## config.mk

```make
export PLATFORM = sky130hd
export DESIGN_NAME = regfile_sb
export DESIGN_NICKNAME = d
export VERILOG_FILES = /design/src/rtl/regfile_pkg.sv /design/src/rtl/regfile_scoreboard.sv /design/src/rtl/regfile_sb.sv
export SDC_FILE = /design/constraint.sdc
export NUM_CORES = 2
export LEC_CHECK = 0
export BUFFER_PORTS_ARGS = -buffer_cell sky130_fd_sc_hd__clkbuf_2
export CAP_MARGIN = 20
export CORE_ASPECT_RATIO = 1.25
export CORE_UTILIZATION = 54
export CTS_CLUSTER_SIZE = 24
export DETAILED_ROUTE_END_ITERATION = 8
export PLACE_DENSITY = 0.71
export REMOVE_ABC_BUFFERS = 1
export SLEW_MARGIN = 20
export SYNTH_ARGS = -nofsm -noshare
export SYNTH_HDL_FRONTEND = slang
export SYNTH_SLANG_ARGS = --single-unit
export TNS_END_PERCENT = 10
```

## constraint.sdc

```tcl
create_clock -name clk -period 9.1 [get_ports clk]
set_input_delay 1.82 -clock clk [delete_from_list [all_inputs] [get_ports clk]]
set_output_delay 1.82 -clock clk [all_outputs]
set_load 0.1 [all_outputs]
```

## src/rtl/regfile_pkg.sv

```systemverilog
// Shared types and default widths for the regfile_sb register file.
package regfile_pkg;

    localparam int RF_DATA_W = 32;
    localparam int RF_ADDR_W = 5;

    typedef enum logic {
        RF_IDLE,
        RF_CLEAR
    } rf_state_e;

    typedef logic [RF_ADDR_W-1:0] rf_idx_t;

endpackage

```

## src/rtl/regfile_scoreboard.sv

```systemverilog
// Write-reservation scoreboard: one busy bit per register, reserve-wins
// priority over a same-cycle writeback, and the rsv_ready handshake.
module regfile_scoreboard
    import regfile_pkg::*;
#(
    parameter  int ADDR_W = RF_ADDR_W,
    localparam int DEPTH  = 1 << ADDR_W
) (
    input  logic              clk,
    input  logic              rst_n,
    input  logic              idle,
    input  logic              clr_all,
    input  logic              wen,
    input  logic [ADDR_W-1:0] waddr,
    input  logic              rsv_valid,
    input  logic [ADDR_W-1:0] rsv_addr,
    output logic              rsv_ready,
    output logic [DEPTH-1:0]  busy
);

    logic [DEPTH-1:0] busy_q;
    logic [DEPTH-1:0] busy_d;
    logic             wr_acc;
    logic             rsv_acc;

    // A pending write to the same register frees it in time for a re-reserve.
    assign rsv_ready = idle && !(busy_q[rsv_addr] && !(wen && (waddr == rsv_addr)));
    assign rsv_acc   = rsv_valid && rsv_ready;
    assign wr_acc    = wen && idle;

    // NOTE: defaulting every combinational output first keeps this a pure mux, never a latch.
    always_comb begin
        busy_d = busy_q;
        if (clr_all) begin
            busy_d = '0;
        end else begin
            for (int i = 1; i < DEPTH; i++) begin
                if (wr_acc && (waddr == ADDR_W'(i)))
                    busy_d[i] = 1'b0;
                if (rsv_acc && (rsv_addr == ADDR_W'(i)))
                    busy_d[i] = 1'b1;
            end
        end
        busy_d[0] = 1'b0;
    end

    // NOTE: sequential state uses non-blocking assignment so all flops sample the same edge.
    always_ff @(posedge clk or negedge rst_n) begin
        if (!rst_n)
            busy_q <= '0;
        else
            busy_q <= busy_d;
    end

    assign busy = busy_q;

endmodule

```

## src/rtl/regfile_sb.sv

```systemverilog
// Multi-read-port register file with reservation scoreboard and bulk clear.
// Define REGFILE_BYPASS_EN to forward same-cycle writeback data to read ports.
module regfile_sb
    import regfile_pkg::*;
#(
    parameter  int DATA_W = RF_DATA_W,
    parameter  int ADDR_W = RF_ADDR_W,
    parameter  int NUM_RD = 2,
    localparam int DEPTH  = 1 << ADDR_W
) (
    input  logic                     clk,
    input  logic                     rst_n,
    input  logic [NUM_RD*ADDR_W-1:0] raddr,
    output logic [NUM_RD*DATA_W-1:0] rdata,
    output logic [NUM_RD-1:0]        rbusy,
    input  logic                     wen,
    input  logic [ADDR_W-1:0]        waddr,
    input  logic [DATA_W-1:0]        wdata,
    input  logic                     rsv_valid,
    input  logic [ADDR_W-1:0]        rsv_addr,
    output logic                     rsv_ready,
    input  logic                     clr_req,
    output logic                     clr_busy,
    input  logic [ADDR_W-1:0]        dbg_addr,
    output logic [DATA_W-1:0]        dbg_data
);

    rf_state_e         state_q, state_d;
    logic [ADDR_W-1:0] idx_q, idx_d;
    logic              idle;
    logic              clr_all;
    logic              wr_acc;
    logic [DEPTH-1:0]  busy;

    logic [DATA_W-1:0] regs [1:DEPTH-1];
    logic [DATA_W-1:0] view [DEPTH];

    assign idle     = (state_q == RF_IDLE);
    assign clr_busy = (state_q == RF_CLEAR);
    assign clr_all  = idle && clr_req;
    assign wr_acc   = wen && idle && (waddr != '0);

    always_comb begin
        state_d = state_q;
        idx_d   = idx_q;
        case (state_q)
            RF_IDLE: begin
                if (clr_req) begin
                    state_d = RF_CLEAR;
                    idx_d   = ADDR_W'(1);
                end
            end
            RF_CLEAR: begin
                idx_d = idx_q + ADDR_W'(1);
                if (idx_q == {ADDR_W{1'b1}}) begin
                    state_d = RF_IDLE;
                    idx_d   = '0;
                end
            end
            default: state_d = RF_IDLE;
        endcase
    end

    always_ff @(posedge clk or negedge rst_n) begin
        if (!rst_n) begin
            state_q <= RF_IDLE;
            idx_q   <= '0;
        end else begin
            state_q <= state_d;
            idx_q   <= idx_d;
        end
    end

    // NOTE: the array is flops, not a RAM macro, so it takes the async reset like any other state.
    always_ff @(posedge clk or negedge rst_n) begin
        if (!rst_n) begin
            for (int i = 1; i < DEPTH; i++)
                regs[i] <= '0;
        end else begin
            for (int i = 1; i < DEPTH; i++) begin
                if (clr_busy && (idx_q == ADDR_W'(i)))
                    regs[i] <= '0;
                else if (wr_acc && (waddr == ADDR_W'(i)))
                    regs[i] <= wdata;
            end
        end
    end

    // Entry 0 is hardwired so every read path sees a full DEPTH-entry view.
    always_comb begin
        view[0] = '0;
        for (int i = 1; i < DEPTH; i++)
            view[i] = regs[i];
    end

    assign dbg_data = view[dbg_addr];

    for (genvar p = 0; p < NUM_RD; p++) begin : g_rd
        logic [ADDR_W-1:0] ra;
        assign ra = raddr[p*ADDR_W +: ADDR_W];
`ifdef REGFILE_BYPASS_EN
        logic hit;
        assign hit                     = wr_acc && (waddr == ra);
        assign rdata[p*DATA_W +: DATA_W] = hit ? wdata : view[ra];
        assign rbusy[p]                = busy[ra] && !hit;
`else
        assign rdata[p*DATA_W +: DATA_W] = view[ra];
        assign rbusy[p]                = busy[ra];
`endif
    end

    regfile_scoreboard #(
        .ADDR_W (ADDR_W)
    ) u_scoreboard (
        .clk       (clk),
        .rst_n     (rst_n),
        .idle      (idle),
        .clr_all   (clr_all),
        .wen       (wen),
        .waddr     (waddr),
        .rsv_valid (rsv_valid),
        .rsv_addr  (rsv_addr),
        .rsv_ready (rsv_ready),
        .busy      (busy)
    );

endmodule

```

After elaboration in Yosys (flattened, before gate mapping)
Index checks and enable logic that the tools add are counted.
{"block": "word_totals", "in_bits": 62, "output_inout_bits": 100, "reg_bits": 1029, "word_cells": 512, "latchBits": 0, "mem_bits_rw": 0, "rom_bits": 0, "n_memories": 0}
{"block": "op_classes", "n_reduce_logical": 196, "mux": 146, "div_mod_pow": 0, "bitwise": 4, "order_cmp": 6, "eq_ne": 95, "n_mul": 0, "shifts": 0, "add_sub_neg": 1}
{"operator": "$mux W32", "n": 68}
{"operator": "$bmux W32 S5", "n": 3}
{"operator": "$eq A5 B5 Y1 const B", "n": 48}
{"operator": "$logic_and A1 B1 Y1", "n": 131}
{"operator": "$eq A5 B4 Y1 const B", "n": 24}
{"operator": "$reduce_bool A3 Y1", "n": 31}
{"operator": "$mux W1", "n": 67}
{"operator": "$reduce_bool A2 Y1", "n": 31}
{"operator": "$eq A5 B3 Y1 const B", "n": 12}
{"operator": "$mux W31", "n": 1}
{"operator": "$eq A5 B2 Y1 const B", "n": 6}
{"operator": "$ge A6 B6 Y1 const B", "n": 3}
{"operator": "$lt A5 B6 Y1 const B", "n": 3}
{"operator": "$not A5 Y6", "n": 3}
{"operator": "$bmux W1 S5", "n": 3}
{"operator": "$eq A5 B1 Y1 const B", "n": 3}
{"operator": "$mux W5", "n": 2}
{"operator": "$pmux W5 S2", "n": 1}
{"operator": "$add A5 B1 Y5 const B", "n": 1}
{"operator": "$eq A5 B5 Y1", "n": 1}
{"operator": "$reduce_bool A5 Y1", "n": 1}
{"operator": "$logic_not A1 Y1", "n": 2}
{"operator": "$ne A2 B2 Y1 const B", "n": 1}
{"operator": "$pmux W1 S2", "n": 1}
{"operator": "$not A1 Y1", "n": 1}

Longest topological paths before layout
{"block": "depth", "depth_word": 10, "mapped_depth": 8}

By module
A second synthesis with hierarchy kept.
{"block": "hier_totals", "cells_unflattened": 6824, "area_unflattened_um2": 66389.9}
{"module": "regfile_sb", "cells_each": 6626, "area_per_inst_um2": 64396.8, "seq_area_each_um2": 24974.0, "n_inst": 1}
{"module": "regfile_scoreboard", "cells_each": 198, "area_per_inst_um2": 1993.2, "seq_area_each_um2": 775.7, "n_inst": 1}

Worst setup path before layout
Ideal clock, no wire load.
{"block": "synth_path", "path_kind": "input to output", "from": "in raddr[5]", "to": "out rdata[38]", "path_buffers": 2, "arrival_time_ps": 3984, "path_stages": 5, "path_slack_ps": 3296, "required_time_ps": 7280, "cell_sequence": "buf_2 buf_1 mux4_2 mux4_2 mux2_2"}
{"block": "synth_via", "elab_chain_cells": 4}
{"element": "start, declared", "line_no": "regfile_sb.sv:13", "text": "input logic [NUM_RD*ADDR_W-1:0] raddr,"}
{"element": "$not A5 Y6 (implied by the code)", "line_no": "regfile_sb.sv:107", "text": "assign rdata[p*DATA_W +: DATA_W] = view[ra];"}
{"element": "$bmux W32 S5", "line_no": "regfile_sb.sv:107"}
{"element": "$mux W32 (implied by the code) (2 in a row)", "line_no": "regfile_sb.sv:107"}
{"element": "end, declared", "line_no": "regfile_sb.sv:14", "text": "output logic [NUM_RD*DATA_W-1:0] rdata,"}
No other way between the ends. The select of a mux whose other input is x is not followed.

Final worst setup path
{"block": "layout_path", "from": "in raddr[0]", "to": "out rdata[21]"}
Same word-level chain as after synthesis.

==> results_dict.tcl <==
set metrics [dict create \
    status "finished clean" \
    antenna_found_initial 5 \
    vias_per_cell 8.526 \
    finClkSkew_ns 0.03157 \
    clkTransAtPathRegs_ns 0.06 \
    crit_fanout 65 \
    grt_usage_pct 40.60 \
    tritoncts "done" \
    fmaxAchievable_mhz 141.7 \
    seqCellArea_um2 25750 \
    cp.required_ns 7.28 \
    synth_warnings 0 \
    io_buffer_count 161 \
    synthFlopType "dfrtp_1" \
    combPwrFrac_pct 27.6 \
    mostFrequentLayoutCells "a22o_1, dfrtp_1, mux4_2" \
    maxSlewViolCount 0 \
    drive_gt1_share_pct 40.83 \
    p_int_mw 9.835 \
    die_h_um 378.5 \
    synth-edff-count 0 \
    hp-class "register to register" \
    synthesis.area_um2 61230 \
    cp.arrival_ns 5.24 \
    fillers 8284 \
    tightest_slew_ns 1.251 \
    cts_resized 0 \
    power_frac_clock_pct 31.5 \
    dieWidth_um 303.2 \
    layout_commonest_cell "a22o_1" \
    clk_path_buf_depth 3 \
    drv_cap 0 \
    synth-seq-cells 1029 \
    multi_input_area_um2 33780 \
    period_share_pct 77.53 \
    cts_buffers 105 \
    clkSinkCount 1029 \
    powerDensity_nw_per_um2 221.5 \
    htree_levels 3 \
    hold_viol_final 0 \
    first_iter_violations 6559 \
    crit_type "input port to output pin" \
    swShare_pct 33.77 \
    layout_min_cycle_time_ns 7.055 \
    coreArea_um2 111900 \
    synth_cells 4010 \
    hpwl_mm 121.8 \
    maxSlewHeadroom_pct 16.39 \
    setup_viol 0 \
    grt_start_max_net_pins 176 \
    syn-mean-instance-area_um2 15.27 \
    stdcell_count 5401 \
    io_pins 162 \
    fin_worst_hold_slack_ns 0.5384 \
    root_buffer "clkbuf_16" \
    p_switching_mw 5.016 \
    start_util_pct 54.71 \
    grt_pass1_wl_mm 331.0 \
    synth.distinct_cells 39 \
    end_kind "output pin" \
    routed_wl_mm 227.9 \
    gp_congestion 0.8766 \
    cp-start-kind "input port" \
    yosysSeqAreaShare_pct 42.05 \
    drcViolationCount 0 \
    setup_tns_ns 0 \
    ant_nets 0 \
    grt_pass1_vias 46270 \
    clock_latency_ns 0.75 \
    cts_setup_buffers 0 \
    async_reset_ff_share_pct 100.0 \
    p_leak_nw 28.46 \
    overflow 0 \
    nNetsFinal 3917 \
    wire_per_inst_um 42.20 \
    num_vias 46050 \
    placed_cells 5201 \
    seqPwrFrac_pct 41.0 \
    ir_worst_vdd_mv 0.1923 \
    areaGrowthSynthToFinish_pct 9.503 \
    cts_hold_buf 0 \
    row_count 137 \
    dieArea_um2 114800 \
    first_pass_iters 6 \
    rsz0062_at_grt "no" \
]
per-layer routing:
metal	share of wire, %	global-route usage, %	vias up
met1	33	52.50	24260
met2	44	57.85	4162
met4	7.5	25.77	12
met5	0.18	1.732	-
li1	-	-	16610
met3	15	14.81	1000
cell families (layout without fill, tap and decap cells):
logic type | Yosys count | in the layout | synth area share [%]
AOI/OAI and AO/OA | 1173 | 1173 | 16.40
muxes | 1090 | 1090 | 36.35
DFF | 1029 | 1029 | 42.05
buffers and inverters | 553 | 476 | 3.845
and+or+nand+nor | 152 | 152 | 1.134
xor gates and xnor gates | 7 | 7 | 0.1001
adders and majority gates | 6 | 6 | 0.1226
other | 0 | 9 | 0
registers in the layout, summed over array words and instances, names as in the netlist:
signal             cells
regs                 992
u_scoreboard.busy     31
idx_q                  5
clr_busy               1
power by group through the flow:
| stage | Combinational [mW] | Clock, mW | Sequential [mW] |
|---|---|---|---|
| detailed placement | 4.02 | 0 | 6.08 |
| floorplan | 2.69 | 0 | 5.85 |
| finish | 4.10 | 4.67 | 6.08 |
| CTS | 4.04 | 4.67 | 6.03 |
| global placement | 3.96 | 0 | 6.04 |
| global route | 4.24 | 4.85 | 6.16 |
per-stage QoR:
stage | area [um^2] | total power [mW] | setup WS, ns | util (%)
after floorplan | 58900 | 8.543 | 2.721 | -
after global placement | 63360 | 9.993 | 2.088 | 56.61
after detailed placement | 63370 | 10.10 | 2.106 | 56.61
after CTS | 67030 | 14.74 | 2.059 | 59.88
after global routing | 67030 | 15.25 | 1.938 | 59.89
final | 67050 | 14.85 | 2.045 | 59.91
final cells by class:
cell class / count / area share [%]
clock buffers: 143 / 4.465
flip-flops and latches: 1029 / 38.40
diodes: 9 / 0.03359
multi-input cells: 2428 / 50.37
clock inverters: 48 / 0.9890
inverters: 6 / 0.03359
repair buffers: 279 / 2.984
well taps: 1459 / 2.722
worst max-delay path, cell delays in order:
cell      delay (ns)
buf_8           0.46
buf_4           0.77
mux4_2          0.62
mux4_2          0.54
mux2_2          0.34
clkbuf_2        0.38
worst paths after layout:
kind                       slack [ns]  cells past startpoint       from        end
max in group asynchronous        6.02                      3      rst_n   regs[15]
min in group asynchronous        1.12                      1      rst_n  regs[103]
max reg2reg                      5.21                      7   clr_busy  regs[788]
max                              2.04                      6   raddr[0]  rdata[21]
min                              0.54                      1  regs[673]  regs[673]
min reg2reg                      0.54                      1  regs[673]  regs[673]
synthesized netlist by cell type (8+ instances only):
cell type | number | area, um^2
clkbuf_1 | 383 | 1438
buf_1 | 32 | 120.1
mux4_2 | 887 | 19980
a21oi_1 | 26 | 130.1
o22ai_1 | 23 | 143.9
nand2b_1 | 8 | 50.05
a22o_1 | 1089 | 9538
o21ai_0 | 12 | 60.06
buf_6 | 11 | 123.9
mux2_2 | 198 | 2230
buf_4 | 18 | 135.1
o211ai_1 | 10 | 75.07
nand2_1 | 68 | 255.2
dfrtp_1 | 1029 | 25750
nor2_1 | 42 | 157.7
buf_2 | 103 | 515.5
Note: power is estimated with default switching activity, not from simulation.
